`src/rtl/mem_req_queue.sv`:
```
// Circular request queue between a cache and memory. Pending write-backs
// can be searched by line address so that reads can forward dirty data.
module mem_req_queue #(
  parameter int unsigned s_offset = 5,
  parameter int unsigned s_index  = 3,
  parameter int unsigned s_mask   = 2**s_offset,
  parameter int unsigned s_line   = 8*s_mask,
  parameter int unsigned DEPTH    = 4
) (
  input  logic                    clk,
  input  logic                    rst,
  input  logic                    in_valid,
  output logic                    in_ready,
  input  logic                    in_write,
  input  logic [31:0]             in_address,
  input  logic [s_line-1:0]       in_wdata,
  input  logic [s_mask-1:0]       in_byte_enable,
  output logic                    out_valid,
  input  logic                    out_ready,
  output logic                    out_write,
  output logic [31:0]             out_address,
  output logic [s_line-1:0]       out_wdata,
  output logic [s_mask-1:0]       out_byte_enable,
  output logic [$clog2(DEPTH):0]  count,
  input  logic [31:0]             lookup_address,
  output logic                    lookup_hit,
  output logic [s_line-1:0]       lookup_wdata,
  output logic [s_mask-1:0]       lookup_byte_enable
);

  localparam int unsigned PTR_W = $clog2(DEPTH);
  localparam int unsigned CNT_W = PTR_W + 1;

  typedef struct packed {
    logic              write;
    logic [31:0]       address;
    logic [s_line-1:0] wdata;
    logic [s_mask-1:0] byte_enable;
  } entry_t;

  // Reject parameter sets that break pointer wrap or the address split.
  if (DEPTH < 2 || (DEPTH & (DEPTH - 1)) != 0 || (s_index + s_offset) > 32) begin : g_bad_params
    $error("mem_req_queue: illegal DEPTH/s_index/s_offset combination");
  end

  entry_t             mem [DEPTH];
  logic [PTR_W-1:0]   head;
  logic [PTR_W-1:0]   tail;
  logic [PTR_W-1:0]   scan_idx;
  logic               enq;
  logic               deq;
  logic               lookup_unused;

  assign in_ready  = (count != CNT_W'(DEPTH));
  assign out_valid = (count != '0);
  assign enq       = in_valid && in_ready;
  assign deq       = out_valid && out_ready;

  assign out_write       = mem[head].write;
  assign out_address     = mem[head].address;
  assign out_wdata       = mem[head].wdata;
  assign out_byte_enable = mem[head].byte_enable;

  // Byte-offset bits never take part in the line match.
  assign lookup_unused = ^lookup_address[s_offset-1:0];

  always_ff @(posedge clk or negedge rst) begin
    if (!rst) begin
      head  <= '0;
      tail  <= '0;
      count <= '0;
      for (int unsigned i = 0; i < DEPTH; i++) begin
        mem[i] <= '0;
      end
    end else begin
      if (enq) begin
        mem[tail] <= '{write: in_write, address: in_address,
                       wdata: in_wdata, byte_enable: in_byte_enable};
        tail      <= tail + PTR_W'(1);
      end
      if (deq) begin
        head <= head + PTR_W'(1);
      end
      case ({enq, deq})
        2'b10:   count <= count + CNT_W'(1);
        2'b01:   count <= count - CNT_W'(1);
        default: count <= count;
      endcase
    end
  end

  // Scan oldest to youngest so the youngest matching write wins.
  always_comb begin
    lookup_hit         = 1'b0;
    lookup_wdata       = '0;
    lookup_byte_enable = '0;
    scan_idx           = head;
    for (int unsigned i = 0; i < DEPTH; i++) begin
      scan_idx = head + PTR_W'(i);
      if ((CNT_W'(i) < count) && mem[scan_idx].write &&
          (mem[scan_idx].address[31:s_offset] == lookup_address[31:s_offset])) begin
        lookup_hit         = 1'b1;
        lookup_wdata       = mem[scan_idx].wdata;
        lookup_byte_enable = mem[scan_idx].byte_enable;
      end
    end
  end

endmodule

```
`config.mk`:
```
export PLATFORM = sky130hd
export DESIGN_NAME = mem_req_queue
export DESIGN_NICKNAME = d
export VERILOG_FILES = /design/src/rtl/mem_req_queue.sv
export SDC_FILE = /design/constraint.sdc
export NUM_CORES = 2
export LEC_CHECK = 0
export CAP_MARGIN = 30
export CELL_PAD_IN_SITES_DETAIL_PLACEMENT = 1
export CELL_PAD_IN_SITES_GLOBAL_PLACEMENT = 1
export CORE_UTILIZATION = 50
export DETAILED_ROUTE_END_ITERATION = 6
export GPL_ROUTABILITY_DRIVEN = 0
export GPL_TIMING_DRIVEN = 0
export MAX_ROUTING_LAYER = met4
export PLACE_DENSITY_LB_ADDON = 0.1
export SYNTH_ARGS = -nofsm -noshare
export SYNTH_HDL_FRONTEND = slang
export SYNTH_SLANG_ARGS = --single-unit
```
`constraint.sdc`:
```
create_clock -name clk -period 9 [get_ports clk]
set_input_delay 1.8 -clock clk [delete_from_list [all_inputs] [get_ports clk]]
set_output_delay 1.8 -clock clk [all_outputs]
set_load 0.1 [all_outputs]
```
==> summary by stage <==
STA
The maximum achievable frequency is 107.6 MHz. Measured against its own limit, the worst slew margin works out to 0.2335. The setup slack of the critical path after layout is -295.7 ps.

The final count of hold timing violations is 0. Clock skew on the completed layout was measured at 31.23 ps. The actual slew at the worst max-slew pin is 1150 ps.

The number of slew-limit violations in the final report is 0. The smallest clock period supported by the final layout is computed as 9296 ps. The ratio of final minimum period to clock period is 1.033. Setup violations remaining at the end of the flow were counted as 169.

Finish
In the final design database the tool counted 10990 nets. In the final layout, the share of cells above drive strength 1 is 0.2750. The area overhead of the layout relative to synthesis is 23.79%.

Worst setup path
Along the worst path, the maximum fanout reaches 10. The nature of the critical path startpoint is an input pin. At the worst endpoint, the required time is 7200 ps.

Data on the critical path arrives at its endpoint at 7500 ps. The category of the critical setup timing path is input pin to primary output. The worst setup path is captured at a primary output.

Yosys
The net count after synthesis is 9693. Summing every instance area after synthesis gives 0.09398 mm^2. Yosys attributes the largest share of cell area to dfrtp_1 34%, mux2_2 19%, mux4_2 7.1%, mux2i_1 4.4%, o21a_1 4.3%. The number of synthesized register bits is 1291. Summed over all instances, the cell type with the most area after synthesis is dfrtp_1. The count of flip-flops with a built-in enable after synthesis is 0.

Synthesis instantiated 63 different standard cells from the library. Of the post-synthesis cell area, the dominant cell type holds 0.3438. The most used flip-flop cell after synthesis is dfrtp_1. For this run, asynchronously set or reset flops after synthesis account for 1.000. The number of warning messages in the yosys log is 0. The share of the Yosys chip area taken by registers is 0.3438. The cell count after synthesis is 9327. The synthesized area per cell is 10.08 um^2.

Clocking
After clock tree synthesis, the clock-pin slew on the worst setup and hold paths is 60 ps. The clock tree from TritonCTS is built. For the worst-skew pair, the clock arrives at the later sink with an insertion delay of 850 ps. The number of clock buffers added by TritonCTS is 152. The H-tree was split into 4 levels. The maximum buffer depth of the clock tree is 3. The CTS sink count is 1291. For this design, the CTS-stage hold fixing added 0 buffers.

The root buffer selected by CTS is clkbuf_16.

Floorplan
The die covers 0.1897 mm^2. Pin placement for this block handled 972 I/O pins. The initial utilization of the core area, before any placement, comes to 0.5052. The cell row count is 158.

Measured along the y axis, the die boundary spans 435.5 um. From left edge to right edge, the die measures 435.5 um. The core region is 0.1860 mm^2.

Route
For this run, the detailed router's first-pass iteration total came to 7. After detailed routing, the number of vias per cell comes to 7.296. The average wire per standard cell is 36.31 um. In the routed design, unresolved DRC markers number 15. The final layout contains routed wiring with a total length of 484000 um. The detailed router placed 97270 vias in this run. In this run the remaining antenna-violating nets after routing total 0. For this block, the initial DRC count from the detailed router was 13010.

Global routing
In the global route stage, overall resource usage came out at 0.5099. The number of antenna violations at the first check in global routing is 104. The total congestion overflow after global routing is 0. The number of global-route vias before repair is 99810. The first global-routing pass estimated 701700 um of wire.

Entering global routing, the biggest net connects 185 pins.

Status
The final reports fail on design-rule violations, negative setup slack. The run finished, with violations left.

Place
The placed wire-length estimate after detailed placement is 335400 um. Port buffering added 946 buffers. Timing analysis after detailed placement gives a worst setup slack of -834.0 ps.

Run
Across the run, the number of max-cap violations was 0.

Min path
The tightest min-delay check is of the register to register type.
flip-flops by register name, indices dropped and copies added, names as in the netlist:
register  cells
tail          2
head          2
mem        1284
count         3
cell usage in the layout (no fill, tap or decap), types with 246 or more instances in the layout:
cell type        netlist  final
mux2_2              1579   1579
dfrtp_1             1291   1291
clkbuf_1             764    766
a21oi_1              631    630
o21ai_0              548    548
o21a_1               537    537
nor3_1               513    513
clkdlybuf4s50_1        0    490
mux2i_1              412    412
nor2_1               374    374
mux4_2               295    295
a211oi_1             292    292
inv_1                264    264
o22ai_1              263    263
nor2b_1              257    257
o221ai_1             252    252
nand2_1              247    246
metrics by stage:
stage	hold WS, ps	setup TNS, ps	area [um^2]	instances	util
floorplan	473.9	0	93980	9327	-
global placement	481.2	-	106600	12750	0.5728
detailed placement	500.1	-101550	110600	12930	0.5947
CTS	513.9	-1.352	115800	13200	0.6224
global route	549.0	-974.9	116300	13330	0.6253
finish	525.6	-17330	116300	13330	0.6254
worst paths after layout:
kind,from,end,slack [ps],cells past startpoint
worst max-delay path,lookup_address[28],lookup_wdata[254],-300,15
worst min-delay path,mem[1253],mem[1253],530,1
worst max register to register,head[0],head[1],3290,14
worst min register to register,mem[1253],mem[1253],530,1
max in group asynchronous,rst,mem[1126],5310,4
min in group asynchronous,rst,mem[625],810,1
per-layer routing:
metal,up-vias,part of all wire,track usage
met3,2767,0.12,0.1649
met2,7810,0.43,0.7231
met5,-,0,-
li1,37940,-,-
met1,48760,0.35,0.5925
met4,0,0.10,0.4044
Yosys cell counts (3+ instances only):
library cell  count
mux2_2         1579
dfrtp_1        1291
clkbuf_1        764
a21oi_1         631
o21ai_0         548
o21a_1          537
nor3_1          513
mux2i_1         412
nor2_1          374
mux4_2          295
a211oi_1        292
inv_1           264
o22ai_1         263
nor2b_1         257
o221ai_1        252
nand2_1         247
o31ai_2         180
buf_2           117
o31ai_1          72
buf_1            62
xnor2_1          56
nand3_1          43
o211ai_1         39
a31o_2           37
o311a_1          35
xor2_1           33
buf_6            30
nand4_1          17
nor4_1           10
ha_1              9
and2_1            6
buf_4             6
a22oi_1           4
a211o_1           3
a221oi_1          3
a31oi_1           3
nand2b_1          3
nor4_2            3
o21ai_1           3
o22a_1            3
o2bb2ai_1         3
critical path, cell delays in order:
cell and delay (ps):
clkdlybuf4s50_1 560, clkbuf_1 540, nor2_1 160, nor2_1 230, a31oi_1 170, nor4_2 610
and3_1 250, buf_2 240, buf_4 280, clkbuf_4 430, buf_2 340, nand2_1 90
a31o_2 250, a21oi_1 850, clkdlybuf4s15_2 680
cells by family after synthesis:
logic type      after synthesis  share of synthesized area
xor+xnor                     89                   0.008294
simple gates               1481                    0.07498
flops                      1291                     0.3438
fa+ha+maj                     9                   0.001198
buf+inv                    1248                    0.05463
compound gates             2922                     0.2132
mux                        2287                     0.3039
cell type report:
class | instances | area [um^2]
Clock inverter | 61 | 845.8
Clock buffer | 213 | 4357
Antenna cell | 108 | 270.3
Sequential cell | 1291 | 32310
Timing Repair Buffer | 1147 | 13650
Multi-Input combinational cell | 6788 | 56630
Inverter | 265 | 994.7
Buffer | 979 | 4187
Fill cell | 19930 | 69690
Tap cell | 2480 | 3103
timing repair:
item                                    CTS  global route
endpoints found under the setup margin  567           221
resized for setup                       861           123
pin swaps                                 1             1
setup buffers                             1             2
Power is left out: the tool's default activity adds up to more than one toggle a clock period on the data nets, which glitch-free logic cannot reach.
